==> src/rtl/mc_cpu_core.sv <==
// mc_cpu_core: multi-cycle, single-issue CPU core with a parametrised register file,
// an inline ALU producing {Z,N,V,C}, and a one-access-per-instruction data-memory port.
// The FETCH/DECODE/EXECUTE/MEM/WRITEBACK sequence lives in a single registered FSM.
// Optional feature macro: MC_CPU_CARRY_OPS_EN decodes ADC (0x0C) and SBC (0x0D), which use the current C flag.
module mc_cpu_core #(
   parameter int DATA_W   = 8,
   parameter int NUM_REGS = 8,
   parameter int ADDR_W   = 8
) (
   input  logic              i_clk,
   input  logic              i_rst,
   input  logic              i_instr_ready,
   input  logic              i_hold,
   input  logic [7:0]        i_opcode,
   input  logic [DATA_W-1:0] i_arg1,
   input  logic [DATA_W-1:0] i_arg2,
   output logic              o_instr_read,
   output logic              o_wait,
   output logic              o_mem_rd,
   output logic              o_mem_wr,
   output logic [ADDR_W-1:0] o_mem_addr,
   output logic [DATA_W-1:0] o_mem_wdata,
   input  logic [DATA_W-1:0] i_mem_rdata,
   input  logic              i_mem_ready,
   output logic [DATA_W-1:0] o_data,
   output logic [3:0]        o_flags,
   output logic              o_illegal
);

   localparam int REG_AW = $clog2(NUM_REGS);

   localparam logic [7:0] OP_NOP = 8'h00;
   localparam logic [7:0] OP_LDI = 8'h01;
   localparam logic [7:0] OP_LD  = 8'h02;
   localparam logic [7:0] OP_ST  = 8'h03;
   localparam logic [7:0] OP_MOV = 8'h04;
   localparam logic [7:0] OP_ADD = 8'h07;
   localparam logic [7:0] OP_SUB = 8'h08;
   localparam logic [7:0] OP_AND = 8'h09;
   localparam logic [7:0] OP_OR  = 8'h0A;
   localparam logic [7:0] OP_XOR = 8'h0B;
   localparam logic [7:0] OP_ADC = 8'h0C;
   localparam logic [7:0] OP_SBC = 8'h0D;

   typedef enum logic [2:0] {FETCH, DECODE, EXECUTE, MEM, WRITEBACK} state_t;

   state_t              state_q;
   logic [7:0]          opcode_q;
   logic [REG_AW-1:0]   rd_q;
   logic [DATA_W-1:0]   arg2_q;
   logic [DATA_W-1:0]   regFile_q [NUM_REGS];
   logic [DATA_W-1:0]   opA_q;
   logic [DATA_W-1:0]   opB_q;
   logic [DATA_W-1:0]   result_q;
   logic [3:0]          aluFlags_q;
   logic [DATA_W-1:0]   data_q;
   logic [3:0]          flags_q;
   logic                instrRead_q;
   logic                illegal_q;
   logic                memRd_q;
   logic                memWr_q;
   logic [ADDR_W-1:0]   memAddr_q;
   logic [DATA_W-1:0]   memWdata_q;

   logic [REG_AW-1:0]   rsIdx;
   logic                isAluOp;
   logic                carryIn;
   logic [DATA_W:0]     sumWide;
   logic [DATA_W:0]     diffWide;
   logic [DATA_W-1:0]   aluRes_d;
   logic [3:0]          aluFlags_d;
   logic                aluC;
   logic                aluV;
   logic                unusedArg1;

   assign rsIdx      = arg2_q[REG_AW-1:0];
   assign unusedArg1 = ^i_arg1;

   // Classify the latched opcode as an ALU operation (goes through EXECUTE and updates flags).
   always_comb begin
      isAluOp = 1'b0;
      case (opcode_q)
         OP_ADD, OP_SUB, OP_AND, OP_OR, OP_XOR: isAluOp = 1'b1;
`ifdef MC_CPU_CARRY_OPS_EN
         OP_ADC, OP_SBC: isAluOp = 1'b1;
`endif
         default: isAluOp = 1'b0;
      endcase
   end

   // ALU: one extra bit on the add/subtract gives carry out or borrow directly; carry-in only exists for ADC/SBC builds.
   always_comb begin
      carryIn = 1'b0;
`ifdef MC_CPU_CARRY_OPS_EN
      if (opcode_q == OP_ADC || opcode_q == OP_SBC) begin
         carryIn = flags_q[0];
      end
`endif
      sumWide  = {1'b0, opA_q} + {1'b0, opB_q} + {{DATA_W{1'b0}}, carryIn};
      diffWide = {1'b0, opA_q} - {1'b0, opB_q} - {{DATA_W{1'b0}}, carryIn};
      aluRes_d = '0;
      aluC     = 1'b0;
      aluV     = 1'b0;
      case (opcode_q)
         OP_ADD, OP_ADC: begin
            aluRes_d = sumWide[DATA_W-1:0];
            aluC     = sumWide[DATA_W];
            aluV     = (opA_q[DATA_W-1] == opB_q[DATA_W-1]) && (aluRes_d[DATA_W-1] != opA_q[DATA_W-1]);
         end
         OP_SUB, OP_SBC: begin
            aluRes_d = diffWide[DATA_W-1:0];
            aluC     = diffWide[DATA_W];
            aluV     = (opA_q[DATA_W-1] != opB_q[DATA_W-1]) && (aluRes_d[DATA_W-1] != opA_q[DATA_W-1]);
         end
         OP_AND:  aluRes_d = opA_q & opB_q;
         OP_OR:   aluRes_d = opA_q | opB_q;
         OP_XOR:  aluRes_d = opA_q ^ opB_q;
         default: aluRes_d = '0;
      endcase
      aluFlags_d = {(aluRes_d == '0), aluRes_d[DATA_W-1], aluV, aluC};
   end

   // Core sequencer: all architectural state and every output register advance here.
   always_ff @(posedge i_clk) begin
      if (i_rst) begin
         state_q     <= FETCH;
         opcode_q    <= '0;
         rd_q        <= '0;
         arg2_q      <= '0;
         opA_q       <= '0;
         opB_q       <= '0;
         result_q    <= '0;
         aluFlags_q  <= '0;
         data_q      <= '0;
         flags_q     <= '0;
         instrRead_q <= 1'b0;
         illegal_q   <= 1'b0;
         memRd_q     <= 1'b0;
         memWr_q     <= 1'b0;
         memAddr_q   <= '0;
         memWdata_q  <= '0;
         for (int i = 0; i < NUM_REGS; i++) begin
            regFile_q[i] <= '0;
         end
      end else begin
         instrRead_q <= 1'b0;
         illegal_q   <= 1'b0;
         case (state_q)
            FETCH: begin
               if (i_instr_ready && !i_hold) begin
                  opcode_q    <= i_opcode;
                  rd_q        <= i_arg1[REG_AW-1:0];
                  arg2_q      <= i_arg2;
                  instrRead_q <= 1'b1;
                  state_q     <= DECODE;
               end
            end
            DECODE: begin
               opA_q <= regFile_q[rd_q];
               opB_q <= regFile_q[rsIdx];
               if (isAluOp) begin
                  state_q <= EXECUTE;
               end else begin
                  case (opcode_q)
                     OP_NOP: state_q <= FETCH;
                     OP_LDI: begin
                        result_q <= arg2_q;
                        state_q  <= WRITEBACK;
                     end
                     OP_MOV: begin
                        result_q <= regFile_q[rsIdx];
                        state_q  <= WRITEBACK;
                     end
                     OP_LD: begin
                        memRd_q   <= 1'b1;
                        memAddr_q <= arg2_q[ADDR_W-1:0];
                        state_q   <= MEM;
                     end
                     OP_ST: begin
                        memWr_q    <= 1'b1;
                        memAddr_q  <= arg2_q[ADDR_W-1:0];
                        memWdata_q <= regFile_q[rd_q];
                        state_q    <= MEM;
                     end
                     default: begin
                        illegal_q <= 1'b1;
                        state_q   <= FETCH;
                     end
                  endcase
               end
            end
            EXECUTE: begin
               result_q   <= aluRes_d;
               aluFlags_q <= aluFlags_d;
               state_q    <= WRITEBACK;
            end
            MEM: begin
               if (i_mem_ready) begin
                  memRd_q <= 1'b0;
                  memWr_q <= 1'b0;
                  if (memRd_q) begin
                     result_q <= i_mem_rdata;
                     state_q  <= WRITEBACK;
                  end else begin
                     state_q  <= FETCH;
                  end
               end
            end
            WRITEBACK: begin
               regFile_q[rd_q] <= result_q;
               data_q          <= result_q;
               if (isAluOp) begin
                  flags_q <= aluFlags_q;
               end
               state_q <= FETCH;
            end
            default: state_q <= FETCH;
         endcase
      end
   end

   assign o_instr_read = instrRead_q;
   assign o_wait       = (state_q != FETCH);
   assign o_mem_rd     = memRd_q;
   assign o_mem_wr     = memWr_q;
   assign o_mem_addr   = memAddr_q;
   assign o_mem_wdata  = memWdata_q;
   assign o_data       = data_q;
   assign o_flags      = flags_q;
   assign o_illegal    = illegal_q;

endmodule

==> config.mk <==
export PLATFORM = sky130hd
export DESIGN_NAME = mc_cpu_core
export DESIGN_NICKNAME = d
export VERILOG_FILES = /design/src/rtl/mc_cpu_core.sv
export SDC_FILE = /design/constraint.sdc
export NUM_CORES = 1
export LEC_CHECK = 0
export ABC_AREA = 1
export ABC_CLOCK_PERIOD_IN_PS = 2100
export CAP_MARGIN = 20
export CELL_PAD_IN_SITES_DETAIL_PLACEMENT = 1
export CELL_PAD_IN_SITES_GLOBAL_PLACEMENT = 2
export CORE_UTILIZATION = 34
export DETAILED_ROUTE_END_ITERATION = 8
export PLACE_DENSITY = 0.86
export SETUP_SLACK_MARGIN = 0.05
export SYNTH_ARGS = -nofsm -noshare
export SYNTH_HDL_FRONTEND = slang
export SYNTH_SLANG_ARGS = --single-unit
==> constraint.sdc <==
create_clock -name i_clk -period 2.1 [get_ports i_clk]
set_input_delay 0.42 -clock i_clk [delete_from_list [all_inputs] [get_ports i_clk]]
set_output_delay 0.42 -clock i_clk [all_outputs]
set_load 0.02 [all_outputs]
=== Word-level counts from Yosys, hierarchy flattened ===
Memories as Yosys holds them, arrays and structs flattened. A register that Yosys moved wholly into a read port is not among the register bits.
Cells that the tools add are included.
Widths: inputs -> output; s select.

* Register bits: 82
* Bits in latches: 0
* Bits in writable memories: 64
* ROM bits: 0
* Input bits: 37
* Output and inout port bits: 33
* Logic and storage cells: 114
* Memories kept: 1

{| class="wikitable"
|+ Memory list
! memory !! words !! width !! rd ports !! clocked after Yosys merged registers in !! write ports !! RTL line !! text
|-
| regFile_q || 8 || 8 || 2 || 2 || 8 || 51 || <nowiki>logic [DATA_W-1:0] regFile_q [NUM_REGS];</nowiki>
|}

* Add/sub/neg operators: 2
* Multiply operators: 0
* Div/mod/pow operators: 0
* Order comparisons: 0
* Eq/ne operators: 26
* Shift-type cells: 0
* Mux-type cells: 36
* Bitwise operators: 6
* Reductions and logical operators: 27

{| class="wikitable"
|+ Operator list
! kind !! number
|-
| $eq 8x4->1 const B || 6
|-
| $pmux 8 s5 || 1
|-
| $mux 8 || 4
|-
| $mux 3 || 9
|-
| $pmux 8 s3 || 1
|-
| $eq 8x2->1 const B || 2
|-
| $eq 8x3->1 const B || 2
|-
| $logic_not 8->1 || 2
|-
| $pmux 8 s2 || 1
|-
| $mux 1 || 14
|-
| $ne 2x2->1 const B || 6
|-
| $pmux 3 s4 || 1
|-
| $reduce_or 2->1 || 5
|-
| $reduce_or 5->1 || 2
|-
| $add 8x8->9 || 1
|-
| $sub 8x8->9 || 1
|-
| $and 8x8->8 || 1
|-
| $eq 8x1->1 const B || 1
|-
| $or 8x8->8 || 1
|-
| $pmux 1 s2 || 4
|-
| $reduce_and 4->1 || 2
|-
| $reduce_or 8->1 || 1
|-
| $xor 8x8->8 || 1
|-
| $eq 3x2->1 const B || 2
|-
| other kinds (16) || 26
|}

=== Depth between registers and ports, before layout ===
Gate-level depths: netlist of the first run.

* Word-level depth: 6
* Mapped depth: 16

=== Worst setup path before layout of the first run ===
No wires, ideal clock.

* Path type: flip-flop to flip-flop
* From: register opB_q[0], read port of regFile_q
* To: register aluFlags_q[3]
* Library setup time: 0.071 ns
* Data arrival time: 1.755 ns
* Required time: 2.029 ns
* Slack: 0.275 ns
* Stages on the path, launching flop included: 12
* Path buffers: 0
* Clock period less this slack: 1.825 ns
* Cell sequence: dfxtp_1 ha_1 inv_1 fa_1 o21bai_1 xor2_1 nor2_1 nor2_1 nand2_1 nor2_1 nand2_1 a21oi_1

* Longest elaborated chain between the ends: 3
* Elaborated cells on any way between the ends: 7

{| class="wikitable"
|+ RTL lines
! item !! RTL line !! text
|-
| from (decl) || 53 || <nowiki>logic [DATA_W-1:0] opB_q;</nowiki>
|-
| $sub 8x8->9, or another cell as far along || 100 || <nowiki>diffWide = {1'b0, opA_q} - {1'b0, opB_q} - {{DATA_W{1'b0}}, carryIn};</nowiki>
|-
| $pmux 8 s5 (*) || 104 || <nowiki>case (opcode_q)</nowiki>
|-
| $logic_not 8->1 (*) || 120 || <nowiki>aluFlags_d = {(aluRes_d == '0), aluRes_d[DATA_W-1], aluV, aluC};</nowiki>
|-
| to (signal assigned) || 194 || <nowiki>aluFlags_q <= aluFlags_d;</nowiki>
|-
| to (decl) || 55 || <nowiki>logic [3:0] aluFlags_q;</nowiki>
|}

Every way passes the cells marked *; elsewhere a longest branch is shown, timed or not.
A chain may end at the register's enable or synchronous reset.

=== Worst setup path in the final report of the first run ===
Ends and elaborated chain as after synthesis.

==> flow_summary.yaml, run 1 <==
critical_path:
  end_kind: "flop"
  cp.required_ns: 2.47
  cpMostUsedCell: "nand2_1"
  cp-endpoint: "aluFlags_q[3]"
  critPathLaunch: "opB_q[0]"
  crit_type: "flop to flop"
  worst_ep_arrival_time_ns: 2.43
  r2r-end: "aluFlags_q[3]"
  start_kind: "flop"
  path_cells: "buf_12 -> ha_4 -> inv_4 -> fa_2 -> buf_6 -> xnor2_1 -> nand2_1 -> nand4_1 -> nor2_1 -> nand2_1 -> nor2_1 -> nand2_1 -> a21oi_2"
  critPathMaxStageDelay_ns: 0.38
  cp_max_fo: 3
  slowest_stage: "fa_2"
  r2r-start: "opB_q[0]"
  reg2reg_slack_ns: 0.04
  worstRegToRegCells: 13
floorplanning:
  io_pins: 70
  dieArea_um2: 24400
  dieWidth_um: 156
  rows: 56
  initial_utilization_pct: 34.5
  core_um2: 23400
  die_height_um: 156
placed_design:
  gp_congestion: 0.865
  dp_hpwl_mm: 20.9
  port_buffers: 64
  dp_cells: 1481
  placed_cell_area_um2: 9690
route:
  drt_wl_total_mm: 28.0
  vias_per_cell: 5.11
  vias: 7749
  drc: 2
  drt_iter0_markers: 512
  drt-wirelength-per-cell_um: 18.4
  ant_nets: 0
  drtPass1Iterations: 7
pwr:
  power.leakage_nw: 4.14
  power_density_nw_per_um2: 789
  p_total_mw: 8.31
  ir_worst_vdd_v: 0.000454
outcome:
  status: "complete, but fails checks"
  violations: "design-rule violations"
synth:
  synth-adder-area-share_pct: 4.37
  netlist_top_cells_area: "edfxtp_1, dfxtp_1, o21ai_0, nor2_1, nand2_1"
  synth_cell_types: 46
  syn_avg_cell_area_um2: 7.65
  synth-simple-area-share_pct: 20.1
  synth_edf_count: 64
  synth_cells: 1056
  yosysTopAreaCell: "edfxtp_1"
  synth_ff_type: "dfxtp_1"
  synth_top_family_by_area: "compound AO/OA/AOI/OAI gates"
  synth-seq-cells: 152
  netlist_area_um2: 8080
  synth_mux_area_share_pct: 0
  synth_compound_area_share_pct: 21.2
  ys_seq_area_share_pct: 45.6
  synth_nets: 1120
  synthArstFlopShare_pct: 0
  synth-xor-area-share_pct: 0.542
  yosys.area.top_type_share_pct: 23.8
  yosysWarnings: 0
cells_and_area:
  multi_input_comb_area_um2: 3910
  drive_gt1_share_pct: 16.4
  n_antenna_cell: 0
  final_core_util_pct: 45.0
  regArea_um2: 3700
  area_growth_pct: 30.5
  fin_area_um2: 10500
  fin_nets: 1249
  nFillCells: 2863
  final_cells: 1517
clock_tree:
  path_clk_slew_ns: 0.07
  cts_tree: "yes"
  cts.htree.levels: 4
  numCtsBuffers: 17
  clockBufferDepth: 2
  clk_latency_ns: 0.44
  clock-root-buffer: "clkbuf_16"
  cts.sinks: 152
  cts_hold_buf: 0
sta:
  clock.fmax_ghz: 0.484
  fin_skew_ns: 0.0157
  hold_violations: 0
  final-max-slew-violation-count: 0
  setup_viol: 0
  rsz0062_at_grt: "yes"
  fin_tns_setup_ns: 0
  period_minus_slack_ns: 2.06
  period_share_pct: 98.3
  relSlewSlack_pct: 66.5
  worst_pin_slew_ns: 0.499
global_route:
  track_usage_pct: 23.7
  grt_antenna_before_repair: 0
  grt_pass1_vias: 7950
  grt_max_degree: 45
  grt_pass1_wl_mm: 43.6
  grt-ovfl-total: 0
job:
  cap_viol_max_count: 0
worst_hold_path:
  hp-class: "flop to flop"
==> registers in the layout, summed over array words and instances, names as in the netlist, named ones only <==
signal	count
aluFlags_q	4
arg2_q	8
o_data	8
o_flags	4
o_illegal	1
o_instr_read	1
o_mem_addr	8
o_mem_rd	1
o_mem_wdata	8
o_mem_wr	1
opA_q	8
opB_q	8
opcode_q	8
rd_q	3
regFile_q	64
result_q	8
state_q	3
==> placed cells by master, fill, tap and decap left out, drive strengths merged, types with 2 or more instances in the layout <==
cell,count
xor2,3
a311oi,2
edfxtp,64
a21oi,99
clkbuf,17
ha,25
dfxtp,88
buf,94
clkinv,17
a21boi,6
clkdlybuf4s50,63
o21bai,3
inv,116
nor3,10
xnor2,2
nor2,165
nand2,158
o211ai,7
fa,2
nand4,5
a31oi,21
o21ai,175
nand3,45
nand3b,5
==> critical path, delay by kind of cell (launching register included) <==
family                   cells  cell delay, ns
XOR/XNOR                     1            0.11
flip-flops                   1            0.37
AO/OA/AOI/OAI                1            0.12
adder cells (fa/ha/maj)      2            0.51
AND/OR/NAND/NOR              6            0.63
buffers and inverters        3            0.27
==> through the flow <==
step / hold WS (ns) / setup WS [ns]
final: 0.482 / 0.0355
after global routing: 0.522 / -0.104
after CTS: 0.487 / 0.0375
after detailed placement: 0.474 / -0.104
after global placement: 0.470 / -0.0594
after floorplan: 0.446 / 0.275
==> synth_stat cells, types with 2 or more instances <==
library cell  number
o21ai_0          169
nor2_1           159
nand2_1          152
inv_1            100
a21oi_1           98
dfxtp_1           88
edfxtp_1          64
nand3_1           44
clkbuf_1          33
ha_1              25
a31oi_1           19
buf_2             10
clkinv_1          10
nor3_1             9
inv_2              6
o211ai_1           6
nand2_2            5
nand3b_1           5
nand4_1            5
nor2_2             4
o21ai_1            4
a21boi_0           3
a21boi_1           3
buf_1              3
o21bai_1           3
xor2_1             3
a311oi_1           2
a31oi_2            2
fa_1               2
nor2_4             2
o21ai_2            2
xnor2_1            2
==> cell type report <==
type                    count  share of cell area, %
multi-input cells         738                   37.1
flip-flops and latches    152                   35.1
repair buffers            158                   14.0
inverters                 118                   4.30
clock buffers              17                   4.04
well taps                 319                   3.79
clock inverters            15                   1.67
==> cells by family after synthesis <==
kind of cell / count (synthesis)
buf+inv: 166
compound gates: 318
simple gates: 388
xor+xnor: 5
flops: 152
fa+ha+maj: 27
==> worst min-delay path by stage <==
stage / cells past startpoint / start / endpoint
3_5_place_dp: 2 / aluFlags_q[3] / aluFlags_q[3]
3_3_place_gp: 2 / aluFlags_q[3] / aluFlags_q[3]
4_1_cts: 2 / aluFlags_q[2] / aluFlags_q[2]
2_1_floorplan: 2 / aluFlags_q[2] / aluFlags_q[2]
5_1_grt: 2 / aluFlags_q[1] / o_flags[1]
6_report: 2 / o_mem_wr / o_mem_wr
==> repair_timing <==
item / in CTS / in global routing
endpoints found under the setup margin: 9 / 12
pin swaps: 6 / 13
buffers inserted: 1 / 4
gates resized for setup: 19 / 41
==> power by group <==
| part | internal (mW) | leakage [nW] | switching [mW] |
|---|---|---|---|
| registers | 3.22 | 1.38 | 0.111 |
| clock network | 1.61 | 0.294 | 1.52 |
| logic | 0.719 | 2.46 | 1.13 |
==> per-layer routing <==
| layer | global-route usage [%] | share of wire (%) | up-vias |
|---|---|---|---|
| met5 | 0 | 0 | - |
| met1 | 30.3 | 45 | 3787 |
| li1 | - | - | 3792 |
| met4 | 7.00 | 2.2 | 0 |
| met3 | 3.19 | 2.8 | 39 |
| met2 | 41.3 | 50 | 131 |
(Power assumes the default switching activity.)
==> run 2: changes to the inputs <==
Settings changed: CAP_MARGIN 20 to unset.
==> results of run 2 <==
No change in the layout: final DEF, timing and power equal those of run 1.
